`src/rtl/ram_pattern_sequencer_pkg.sv`:
```
`default_nettype none
// ============================================================================
// Module      : ram_pattern_sequencer_pkg
// Description : Shared constants for the RAM-backed LED pattern sequencer:
//               one-hot FSM state encodings, i_enable bit positions and the
//               preload pattern function used while the pattern RAM is filled.
// Revision    : 1.0 - initial release
// ============================================================================
package ram_pattern_sequencer_pkg;

    // One-hot state encodings; the state register drives o_led_r directly.
    localparam logic [3:0] c_st_init  = 4'b0001;
    localparam logic [3:0] c_st_idle  = 4'b0010;
    localparam logic [3:0] c_st_run   = 4'b0100;
    localparam logic [3:0] c_st_pause = 4'b1000;

    // Bit positions inside i_enable.
    localparam int c_en_run    = 0;
    localparam int c_en_spd_lo = 1;
    localparam int c_en_spd_hi = 2;
    localparam int c_en_dir    = 3;

    // Preload word for entry idx: a single lit LED walking across the bar.
    function automatic int unsigned preload_word(input int unsigned idx,
                                                 input int unsigned nb_leds);
        return 32'd1 << (idx % nb_leds);
    endfunction

endpackage
`default_nettype wire

```
`src/rtl/ram_pattern_sequencer_dpram.sv`:
```
`default_nettype none
// ============================================================================
// Module      : ram_pattern_sequencer_dpram
// Description : Pattern RAM, NB_DATA x DEPTH. One write port, one registered
//               read port, write-first when both ports hit the same address.
// Ports       : clk      - system clock
//               rst      - synchronous active-high reset (clears read data)
//               i_we     - write strobe (address already range-checked)
//               i_waddr  - write address
//               i_wdata  - write data
//               i_rd_clr - force the read register to zero this cycle
//               i_raddr  - read address
//               o_rdata  - registered read data
// Revision    : 1.0 - initial release
// ============================================================================
module ram_pattern_sequencer_dpram #(
    parameter int unsigned NB_DATA = 4,
    parameter int unsigned DEPTH   = 16,
    parameter int unsigned NB_ADDR = 4
) (
    input  logic               clk,
    input  logic               rst,
    input  logic               i_we,
    input  logic [NB_ADDR-1:0] i_waddr,
    input  logic [NB_DATA-1:0] i_wdata,
    input  logic               i_rd_clr,
    input  logic [NB_ADDR-1:0] i_raddr,
    output logic [NB_DATA-1:0] o_rdata
);

    // Only the low bits needed to address DEPTH entries index the array;
    // the caller guarantees both addresses stay below DEPTH.
    localparam int unsigned c_idx_w = (DEPTH > 1) ? $clog2(DEPTH) : 1;

    logic [NB_DATA-1:0] r_mem [DEPTH];
    logic [c_idx_w-1:0] w_widx;
    logic [c_idx_w-1:0] w_ridx;
    logic               w_collide;

    assign w_widx    = i_waddr[c_idx_w-1:0];
    assign w_ridx    = i_raddr[c_idx_w-1:0];
    assign w_collide = i_we && (i_waddr == i_raddr);

    // Memory array carries no reset so it maps onto RAM primitives.
    always_ff @(posedge clk) begin
        if (i_we) begin
            r_mem[w_widx] <= i_wdata;
        end
    end

    always_ff @(posedge clk) begin
        if (rst || i_rd_clr) begin
            o_rdata <= '0;
        end else if (w_collide) begin
            o_rdata <= i_wdata;
        end else begin
            o_rdata <= r_mem[w_ridx];
        end
    end

endmodule
`default_nettype wire

```
`src/rtl/ram_pattern_sequencer.sv`:
```
`default_nettype none
// ============================================================================
// Module      : ram_pattern_sequencer
// Description : RAM-backed LED pattern player. After reset the FSM preloads
//               the pattern RAM, then a read pointer steps through it at one
//               of four prescaled rates in either direction. A host write
//               port edits patterns live.
// Ports       : clock     - system clock
//               i_reset   - synchronous active-high reset
//               i_enable  - [0] run, [2:1] speed select, [3] direction (1=down)
//               i_wr_en   - host write strobe
//               i_wr_addr - host write address (>= RAM_DEPTH ignored)
//               i_wr_data - host write data
//               o_leds    - current pattern word
//               o_led_r   - one-hot FSM state {PAUSE,RUN,IDLE,INIT}
//               o_addr    - current read pointer
// Revision    : 1.0 - initial release
// ============================================================================
module ram_pattern_sequencer
    import ram_pattern_sequencer_pkg::*;
#(
    parameter int unsigned NB_LEDS   = 4,
    parameter int unsigned RAM_DEPTH = 16,
    parameter int unsigned NB_ADDR   = 4,
    parameter int unsigned NB_COUNT  = 32,
    parameter int unsigned COUNT0    = 25_000_000,
    parameter int unsigned COUNT1    = 12_500_000,
    parameter int unsigned COUNT2    = 6_250_000,
    parameter int unsigned COUNT3    = 3_125_000
) (
    input  logic               clock,
    input  logic               i_reset,
    input  logic [3:0]         i_enable,
    input  logic               i_wr_en,
    input  logic [NB_ADDR-1:0] i_wr_addr,
    input  logic [NB_LEDS-1:0] i_wr_data,
    output logic [NB_LEDS-1:0] o_leds,
    output logic [3:0]         o_led_r,
    output logic [NB_ADDR-1:0] o_addr
);

    localparam logic [NB_ADDR-1:0]  c_last_addr = NB_ADDR'(RAM_DEPTH - 1);
    localparam logic [NB_ADDR-1:0]  c_one_addr  = NB_ADDR'(1);
    localparam logic [NB_COUNT-1:0] c_one_cnt   = NB_COUNT'(1);
    localparam logic [NB_COUNT-1:0] c_lim0_m1   = NB_COUNT'(COUNT0 - 1);
    localparam logic [NB_COUNT-1:0] c_lim1_m1   = NB_COUNT'(COUNT1 - 1);
    localparam logic [NB_COUNT-1:0] c_lim2_m1   = NB_COUNT'(COUNT2 - 1);
    localparam logic [NB_COUNT-1:0] c_lim3_m1   = NB_COUNT'(COUNT3 - 1);

    logic [3:0]          r_state;
    logic [3:0]          w_state_nxt;
    logic [NB_COUNT-1:0] r_presc;
    logic [NB_COUNT-1:0] w_limit_m1;
    logic [NB_ADDR-1:0]  r_addr;
    logic [NB_ADDR-1:0]  w_addr_step;
    logic [NB_ADDR-1:0]  r_init_idx;
    logic [1:0]          r_speed_prev;
    logic [1:0]          w_speed;
    logic                w_run;
    logic                w_dir;
    logic                w_speed_chg;
    logic                w_presc_wrap;
    logic                w_tick;
    logic                w_init_last;
    logic                w_in_init;
    logic                w_host_wr;
    logic                w_we;
    logic                w_rd_clr;
    logic [NB_ADDR-1:0]  w_waddr;
    logic [NB_LEDS-1:0]  w_wdata;

    assign w_run   = i_enable[c_en_run];
    assign w_dir   = i_enable[c_en_dir];
    assign w_speed = i_enable[c_en_spd_hi:c_en_spd_lo];

    // Speed select is compared with last cycle's value so any edit restarts
    // the prescaler from zero instead of carrying a stale count across rates.
    assign w_speed_chg  = (w_speed != r_speed_prev);
    assign w_presc_wrap = (r_presc == w_limit_m1);
    assign w_tick       = (r_state == c_st_run) && !w_speed_chg && w_presc_wrap;
    assign w_init_last  = (r_init_idx == c_last_addr);
    assign w_in_init    = (r_state == c_st_init);

    always_comb begin
        w_limit_m1 = c_lim0_m1;
        case (w_speed)
            2'b00:   w_limit_m1 = c_lim0_m1;
            2'b01:   w_limit_m1 = c_lim1_m1;
            2'b10:   w_limit_m1 = c_lim2_m1;
            default: w_limit_m1 = c_lim3_m1;
        endcase
    end

    // Pointer step with wrap in both directions (RAM_DEPTH need not be 2^n).
    always_comb begin
        w_addr_step = r_addr;
        if (w_dir) begin
            w_addr_step = (r_addr == '0) ? c_last_addr : (r_addr - c_one_addr);
        end else begin
            w_addr_step = (r_addr == c_last_addr) ? '0 : (r_addr + c_one_addr);
        end
    end

    // ------------------------------------------------------------------------
    // FSM
    // ------------------------------------------------------------------------
    always_ff @(posedge clock) begin
        if (i_reset) begin
            r_state <= c_st_init;
        end else begin
            r_state <= w_state_nxt;
        end
    end

    always_comb begin
        w_state_nxt = r_state;
        case (r_state)
            c_st_init: begin
                if (w_init_last) begin
                    w_state_nxt = w_run ? c_st_run : c_st_idle;
                end
            end
            c_st_idle: begin
                if (w_run) begin
                    w_state_nxt = c_st_run;
                end
            end
            c_st_run: begin
                if (!w_run) begin
                    w_state_nxt = c_st_pause;
                end
            end
            c_st_pause: begin
                if (w_run) begin
                    w_state_nxt = c_st_run;
                end
            end
            default: w_state_nxt = c_st_init;
        endcase
    end

    // ------------------------------------------------------------------------
    // Prescaler, read pointer and preload index
    // ------------------------------------------------------------------------
    always_ff @(posedge clock) begin
        if (i_reset) begin
            r_presc      <= '0;
            r_addr       <= '0;
            r_init_idx   <= '0;
            r_speed_prev <= '0;
        end else begin
            r_speed_prev <= w_speed;
            case (r_state)
                c_st_init: begin
                    r_init_idx <= w_init_last ? '0 : (r_init_idx + c_one_addr);
                    r_presc    <= '0;
                    r_addr     <= '0;
                end
                c_st_run: begin
                    // The edge that leaves RUN still counts; PAUSE then
                    // freezes whatever value this edge produced.
                    if (w_speed_chg || w_presc_wrap) begin
                        r_presc <= '0;
                    end else begin
                        r_presc <= r_presc + c_one_cnt;
                    end
                    if (w_tick) begin
                        r_addr <= w_addr_step;
                    end
                end
                c_st_pause: begin
                    if (w_speed_chg) begin
                        r_presc <= '0;
                    end
                end
                default: begin
                    r_presc <= '0;
                    r_addr  <= '0;
                end
            endcase
        end
    end

    // ------------------------------------------------------------------------
    // Pattern RAM: the preload owns the write port during INIT, the host
    // owns it otherwise. Out-of-range host addresses are dropped here.
    // ------------------------------------------------------------------------
    assign w_host_wr = i_wr_en && (i_wr_addr <= c_last_addr) && !w_in_init;
    assign w_we      = !i_reset && (w_in_init || w_host_wr);
    assign w_waddr   = w_in_init ? r_init_idx : i_wr_addr;
    assign w_wdata   = w_in_init ? NB_LEDS'(preload_word(32'(r_init_idx), NB_LEDS))
                                 : i_wr_data;
    assign w_rd_clr  = w_in_init || (r_state == c_st_idle);

    ram_pattern_sequencer_dpram #(
        .NB_DATA (NB_LEDS),
        .DEPTH   (RAM_DEPTH),
        .NB_ADDR (NB_ADDR)
    ) u_dpram (
        .clk      (clock),
        .rst      (i_reset),
        .i_we     (w_we),
        .i_waddr  (w_waddr),
        .i_wdata  (w_wdata),
        .i_rd_clr (w_rd_clr),
        .i_raddr  (r_addr),
        .o_rdata  (o_leds)
    );

    assign o_addr  = r_addr;
    assign o_led_r = r_state;

endmodule
`default_nettype wire
```
`config.mk`:
```
export PLATFORM = sky130hd
export DESIGN_NAME = ram_pattern_sequencer
export DESIGN_NICKNAME = d
export VERILOG_FILES = /design/src/rtl/ram_pattern_sequencer_pkg.sv /design/src/rtl/ram_pattern_sequencer_dpram.sv /design/src/rtl/ram_pattern_sequencer.sv
export SDC_FILE = /design/constraint.sdc
export NUM_CORES = 1
export LEC_CHECK = 0
export BUFFER_PORTS_ARGS = -buffer_cell sky130_fd_sc_hd__buf_2
export CORE_UTILIZATION = 61
export CTS_BUF_LIST = sky130_fd_sc_hd__clkbuf_16
export DETAILED_ROUTE_END_ITERATION = 6
export HOLD_SLACK_MARGIN = 0.08
export PLACE_DENSITY_LB_ADDON = 0.25
export SETUP_SLACK_MARGIN = 0.5
export SLEW_MARGIN = 20
export SYNTH_ARGS = -nofsm -noshare
export SYNTH_HDL_FRONTEND = slang
export SYNTH_SLANG_ARGS = --single-unit
```
`constraint.sdc`:
```
create_clock -name clock -period 2.6 [get_ports clock]
set_clock_uncertainty 0.05 [all_clocks]
set_input_delay 0.13 -clock clock [delete_from_list [all_inputs] [get_ports clock]]
set_output_delay 0.13 -clock clock [all_outputs]
set_load 0.05 [all_outputs]
```
* After elaboration in Yosys (flattened, before gate mapping)
Memories as Yosys holds them, arrays and structs flattened. A register that Yosys moved wholly into a read port is not among the register bits.
Cells that the tools add are included.
** Word-level totals
- Register bits :: 46
- RAM bits :: 64
- Input port bits :: 15
- Output and inout port bits :: 12
- Word-level logic and storage cells :: 64
- Memories kept :: 1
** Operators by class
- Add/sub/neg operators :: 4
- Magnitude comparators :: 1
- Eq/ne operators :: 15
- Shift operators :: 1
- Mux-type cells :: 19
- Bitwise logic cells :: 1
- Reductions and logical operators :: 17
** Memory list
- u_dpram.r_mem :: words 16, width 4, read ports 1, clocked after memory_dff 1, wr ports 1, RTL line ram_pattern_sequencer_dpram.sv:35 : logic [NB_DATA-1:0] r_mem [DEPTH];
** Operators with widths (number)
- 25-bit case mux with 3 select lines :: 1
- 32-bit 2-to-1 mux :: 2
- 32-bit case mux with 2 select lines :: 1
- 4-bit 2-to-1 mux :: 10
- 32-bit by 1-bit adder with 32-bit output (second input constant) :: 1
- 32-bit == test :: 1
- 4-bit == test (second input constant) :: 3
- 4-bit case mux with 3 select lines :: 1
- 4-bit by 1-bit adder with 4-bit output (second input constant) :: 2
- 2-bit inequality test (second input constant) :: 4
- 4-bit case mux with 2 select lines :: 1
- 1-bit logical AND :: 5
- 4-bit by 1-bit == test with 1-bit output (second input constant) :: 1
- 4-bit by 2-bit == test with 1-bit output (second input constant) :: 1
- 4-bit by 3-bit == test with 1-bit output (second input constant) :: 1
- 4-bit less-or-equal comparator (second input constant) :: 1
- 4-bit logical NOT :: 1
- 1-bit logical OR :: 4
- 1-bit by 2-bit left shift with 4-bit output (first input constant) :: 1
- 4-bit by 1-bit subtractor with 4-bit output (second input constant) :: 1
- 1-bit logical NOT :: 3
- 3-bit 2-to-1 mux :: 1
- 3-bit AND reduction :: 1
- 2-bit by 1-bit == test with 1-bit output (second input constant) :: 1
- 8 further kinds :: 9

* Longest topological paths before layout
- Depth in word-level cells :: 7
- Depth in mapped cells :: 8
- Depth with buffers taken out :: 7

* Cells and area by module
Synthesis repeated with hierarchy kept, for this count alone.
** Unflattened totals
- Cell total of the unflattened synthesis :: 540
- Area total of the unflattened synthesis :: 5795.6 um2
** By module, submodules not included
- ram_pattern_sequencer :: instances 1, cells an instance 390, area each 2991.6 um2, seq. area each 920.9 um2
- ram_pattern_sequencer_dpram :: instances 1, cells an instance 150, area each 2803.9 um2, seq. area each 2001.9 um2

* Worst setup path before layout
OpenSTA, ideal clock, no wires.
- Path kind :: register to register
- Start point :: register r_state[0] (netlist: o_led_r[0])
- End point :: memory u_dpram.r_mem[0][0], enable pin
- Library setup time :: 0.329 ns
- Arrival time :: 2.157 ns
- Required time :: 2.221 ns
- Setup slack :: 0.063 ns
- Stages on the path, launching flop included :: 7
- Path buffers :: 1
- Period minus slack after synthesis :: 2.537 ns
- Path through :: dfxtp_1 or4b_1 buf_2 nand2_1 a21boi_0 nand3_1 nor2_1
** Between the ends
- Longest elaborated chain between the ends :: 7
- Elaborated cells on any way between the ends :: 8
- Classes of those cells :: eq/ne: 1; mux: 3; reduce/logical: 4
** Ends and longest elaborated chain
- start: declaration :: RTL line ram_pattern_sequencer.sv:50 : logic [3:0] r_state;
- start signal: assignment :: RTL line ram_pattern_sequencer.sv:109 : r_state <= c_st_init;
- start signal: assignment :: RTL line ram_pattern_sequencer.sv:111 : r_state <= w_state_nxt;
- 4-bit by 1-bit == test with 1-bit output * :: RTL line ram_pattern_sequencer.sv:82 : assign w_in_init = (r_state == c_st_init);
- 1-bit logical NOT :: RTL line ram_pattern_sequencer.sv:188 : assign w_host_wr = i_wr_en && (i_wr_addr <= c_last_addr) && !w_in_init;
- 1-bit logical AND :: RTL line ram_pattern_sequencer.sv:188
- 1-bit logical OR :: RTL line ram_pattern_sequencer.sv:189 : assign w_we = !i_reset && (w_in_init || w_host_wr);
- 1-bit logical AND :: RTL line ram_pattern_sequencer.sv:189
- 1-bit 2-to-1 mux :: RTL line ram_pattern_sequencer_dpram.sv:46 : if (i_we) begin
- 1-bit 2-to-1 mux (not written as such) :: RTL line ram_pattern_sequencer_dpram.sv:47 : r_mem[w_widx] <= i_wdata;
- end: declaration :: RTL line ram_pattern_sequencer_dpram.sv:35
Every way passes the cells marked *; elsewhere a longest branch is shown, timed or not.

* Final worst setup path
- Start point :: register r_presc[27]
- End point :: register r_presc[10]
** Between the ends
- Longest elaborated chain between the ends :: 4
** Ends and longest elaborated chain
- start: declaration :: RTL line ram_pattern_sequencer.sv:52 : logic [NB_COUNT-1:0] r_presc;
- start signal: assignment :: RTL line ram_pattern_sequencer.sv:165 : r_presc <= r_presc + c_one_cnt;
- 32-bit == test :: RTL line ram_pattern_sequencer.sv:79 : assign w_presc_wrap = (r_presc == w_limit_m1);
- 1-bit logical OR :: RTL line ram_pattern_sequencer.sv:162 : if (w_speed_chg || w_presc_wrap) begin
- 32-bit 2-to-1 mux :: RTL line ram_pattern_sequencer.sv:162
- 32-bit case mux with 2 select lines :: RTL line ram_pattern_sequencer.sv:153 : case (r_state)
Every way passes these cells.
A chain may end at the register's enable or synchronous reset.

==> results by group <==
Floorplan
  • CORE AREA: between 0.008 and 0.009 mm²
  • Initial core utilization: 0.639
  • I/O pin total: 27
  • Std-Cell Rows: 34
  • Die Wd: ~100 µm
  • Overall die height: 98.3 µm
  • Die outline area: 0.00966 mm²

GRT
  • Global-route wire length before repair: 22900 µm
  • Total overflow reported by the global router: 0
  • Number of global-route vias before repair: 4419
  • Initial antenna violation count: 0
  • Aggregate global-route resource usage: 0.312
  • Pin count of the biggest net entering global routing: 20

Placed design
  • # placed instances: around 620
  • Detailed placement HPWL: 8520 µm
  • Weighted congestion at the end of routability-driven global placement: 0.885
  • Placed inst area: 0.00602 mm²
  • Port-buffer cells: 26

Clock tree
  • Clock buffers created by TritonCTS: 17
  • Worst-skew pair later-pin latency: about 0.4 ns
  • Clock tree from TritonCTS: built
  • Post-CTS clock slew at the launch and capture registers of the worst setup and hold paths: ~0.06 ns
  • Number of clock sinks: between 100 and 150
  • Number of H-tree levels: 4
  • Buffer type at the clock tree root: clkbuf_16
  • Maximum root-to-sink buffer count: 2

Critical path
  • WP data arrival: about 2.7 ns
  • Startpoint-to-endpoint class of the critical path: flop to flop
  • Setup slack, reg-to-reg: 0.18 ns
  • Start of the worst register-to-register path: r_presc[27]
  • Register-to-Register Path Depth: 8
  • Startpoint kind of the worst setup timing path: flop
  • Worst Path Required: roughly 2.8 ns
  • Terminus of the critical flop-to-flop path: r_presc[10]
  • Worst-path fanout max: 7
  • Crit path capture type: flop
  • Worst setup path startpoint: r_presc[27]

Cells and area
  • Area delta synth->final: 25.1%
  • Total area of multi-input combinational cells: 0.00283 mm²
  • Area taken by flip-flops and latches: 0.00295 mm²
  • Design area: a little over 0.007 mm²
  • Final antenna diode count: 0
  • Number of nets in the layout: ~580
  • Share of layout cells above drive strength 1: 0.346
  • Non-Filler Instances: roughly 680
  • Fill cell total of the finished layout: 460

Power and ir drop
  • Flop pwr share: 0.443
  • IR Drop Worst-Case VDD: 383 µV
  • Cell leakage power: between 2 and 2.5 nW
  • Switching component of the power: 1.07 mW
  • Combinational cell fraction of total power: 0.055
  • Sw Ratio: 0.244
  • Power per cell area: 622 mW/mm²
  • Clock network fraction of design power: 0.502
  • Internal power: 3.33 mW

Synth
  • Share of synthesized cell area in and, or, nand and nor gates: 0.213
  • Post-synthesis mux area share: 0.0821
  • Async S/R FF share, synth: 0
  • Flip-flop and latch count after synthesis: 114
  • Fraction of synthesized cell area in xor and xnor cells: 0.0526
  • Number of flops mapped to enable cells by yosys: 64
  • Count leader, synth: edfxtp_1
  • Syn_nets: 515
  • Number of warnings reported in the yosys synthesis log: 0
  • Post-synth top area share: 0.340
  • Most common flop cell mapped by yosys: edfxtp_1
  • Library cells used by synthesis: 62
  • Sequential cell area fraction in the yosys report: 0.517
  • Combinational family with the most area after synthesis: simple AND/OR/NAND/NOR gates
  • Leading post-synthesis cells by instance count: 64 x edfxtp_1, 50 x dfxtp_1, 46 x nand2_1
  • Leading area contributor after synthesis: edfxtp_1
  • Average footprint of a synthesized cell: 11.5 µm²
  • Post-synthesis share of cell area spent on full adders, half adders and majority gates: 0.0155
  • Mapped Cells: 493
  • Post-synthesis instance area: 0.00566 mm²
  • Largest cells by area after synthesis: edfxtp_1 34%, dfxtp_1 18%, mux4_2 6.4%, nor3_2 5.3%, xor2_1 3.4%
  • Area fraction in compound gates after synthesis: 0.0852

Worst hold path
  • Hold path startpoint: i_enable[2]
  • Hold Path Stages: 3
  • Endpoint of the worst hold path: r_speed_prev[1]
  • Kind of path behind the tightest hold check: input pin to flop

Route
  • Via density: 6.75
  • Total via count after detailed routing: between 4000 and 5000
  • First-pass detailed-route iteration total: 7
  • Count of antenna-violating nets left after detailed routing: 0
  • Final routed DRC violation total: 5
  • Detailed-route wire length per cell: roughly 23 µm
  • Routed WL: 15200 µm
  • Detailed Route Iter0 Violations: 532

Timing
  • Slew at the pin closest to its max-slew limit: 0.641 ns
  • Post-layout minimum cycle time: approximately 2.4 ns
  • Worst hold margin: 0.105 ns
  • Count of final max-slew check failures: 0
  • Final period utilization: 0.929
  • Hold violation count in the final report: 0
  • RSZ-0062 raised after global routing: true
  • Sum of negative setup slack: 0 ns
  • Max Clk Rate: 414 MHz
  • Relative slew slack: 0.572
  • Final setup violation count: 0

Outcome
  • Outcome: finished, violations left
  • Violated checks: design-rule violations

Run
  • Max-capacitance violation count: 0
[critical path, stage by stage (launching register included)]
cell and delay (ns):
dfxtp_2 0.31, or4b_4 0.54, nor4_4 0.31, o2111ai_2 0.20, a2111oi_4 0.32, a2bb2oi_4 0.24
buf_12 0.15, buf_12 0.12, nor3_2 0.04
[cells in the final DEF, fill, tap and decap left out, types with 5 or more instances in the layout]
| master | n |
|---|---|
| a22o_1 | 8 |
| mux4_2 | 16 |
| edfxtp_1 | 64 |
| a21oi_1 | 14 |
| o21ai_0 | 12 |
| buf_2 | 26 |
| dlygate4sd3_1 | 5 |
| mux2i_1 | 9 |
| nand3_1 | 15 |
| nor2b_1 | 5 |
| nor3_2 | 30 |
| dfxtp_1 | 40 |
| xor2_1 | 22 |
| and3_1 | 6 |
| buf_4 | 27 |
| nand4_1 | 13 |
| dfxtp_2 | 6 |
| nor2_4 | 15 |
| nand2_1 | 40 |
| nor3_1 | 8 |
| nor2_1 | 25 |
| nand2b_1 | 6 |
| inv_1 | 16 |
| inv_6 | 6 |
| xnor2_1 | 12 |
| ha_1 | 7 |
| clkbuf_16 | 17 |
[stage by stage]
step	util	setup slack, ns	power, mW
after floorplan	-	0.361	2.11
after global placement	0.680	0.187	2.17
after detailed placement	0.680	0.145	2.18
after CTS	0.784	0.226	4.38
after global routing	0.800	0.139	4.51
final	0.800	0.184	4.40
[state kept, by name, indices dropped and copies added, names as in the netlist]
register,count
r_speed_prev,2
u_dpram.r_mem,64
u_dpram.o_rdata,4
o_addr,4
o_led_r,4
r_init_idx,4
r_presc,32
[routing by layer]
metal	part of all wire	global-route usage	vias to the layer above	routed length (µm)
met5	0	0	-	0
met4	0.033	0.134	0	509
met1	0.38	0.412	2199	5850
met3	0.096	0.0795	62	1450
li1	-	-	1971	-
met2	0.49	0.492	321	7390
[repair_timing]
item / CTS / global route
endpoints found under the setup margin: 152 / 121
gates resized for setup: 42 / 20
hold buffers: 5 / 0
pin swaps: 21 / 7
buffers inserted: 13 / 5
gates cloned: 1 / 0
endpoints found under the hold margin: 10 / 0
[cell families (layout without fill, tap and decap cells)]
| kind of cell | count (synthesis) | in the layout |
|---|---|---|
| xor gates and xnor gates | 34 | 34 |
| and+or+nand+nor | 205 | 205 |
| muxes | 26 | 26 |
| buffers and inverters | 41 | 115 |
| AOI/OAI and AO/OA | 66 | 66 |
| DFF | 114 | 114 |
| adders and majority gates | 7 | 7 |
[power groups by stage]
stage | clock network (mW) | logic [mW] | registers, mW
after floorplan | 0 | 0.129 | 1.98
after global placement | 0 | 0.185 | 1.99
after detailed placement | 0 | 0.193 | 1.99
after CTS | 2.22 | 0.218 | 1.95
after global routing | 2.31 | 0.250 | 1.95
final | 2.21 | 0.240 | 1.95
[layout make-up]
type                            count  share of cell area
Multi-Input combinational cell    338               0.400
Clock buffer                       17              0.0601
Timing Repair Buffer               68              0.0778
Tap cell                          108              0.0191
Clock inverter                     15              0.0189
Sequential cell                   114               0.416
Inverter                           15             0.00796
[worst max-delay path by stage]
stage                  endpoint  slack (ns)  cells past startpoint
detailed placement  r_presc[31]        0.14                      7
finish              r_presc[10]        0.18                      8
global placement    r_presc[31]        0.19                      7
CTS                 r_presc[30]        0.23                      8
global route        r_presc[30]        0.14                      8
floorplan           r_presc[26]        0.36                      7
Note: power is estimated with default switching activity, not from simulation.
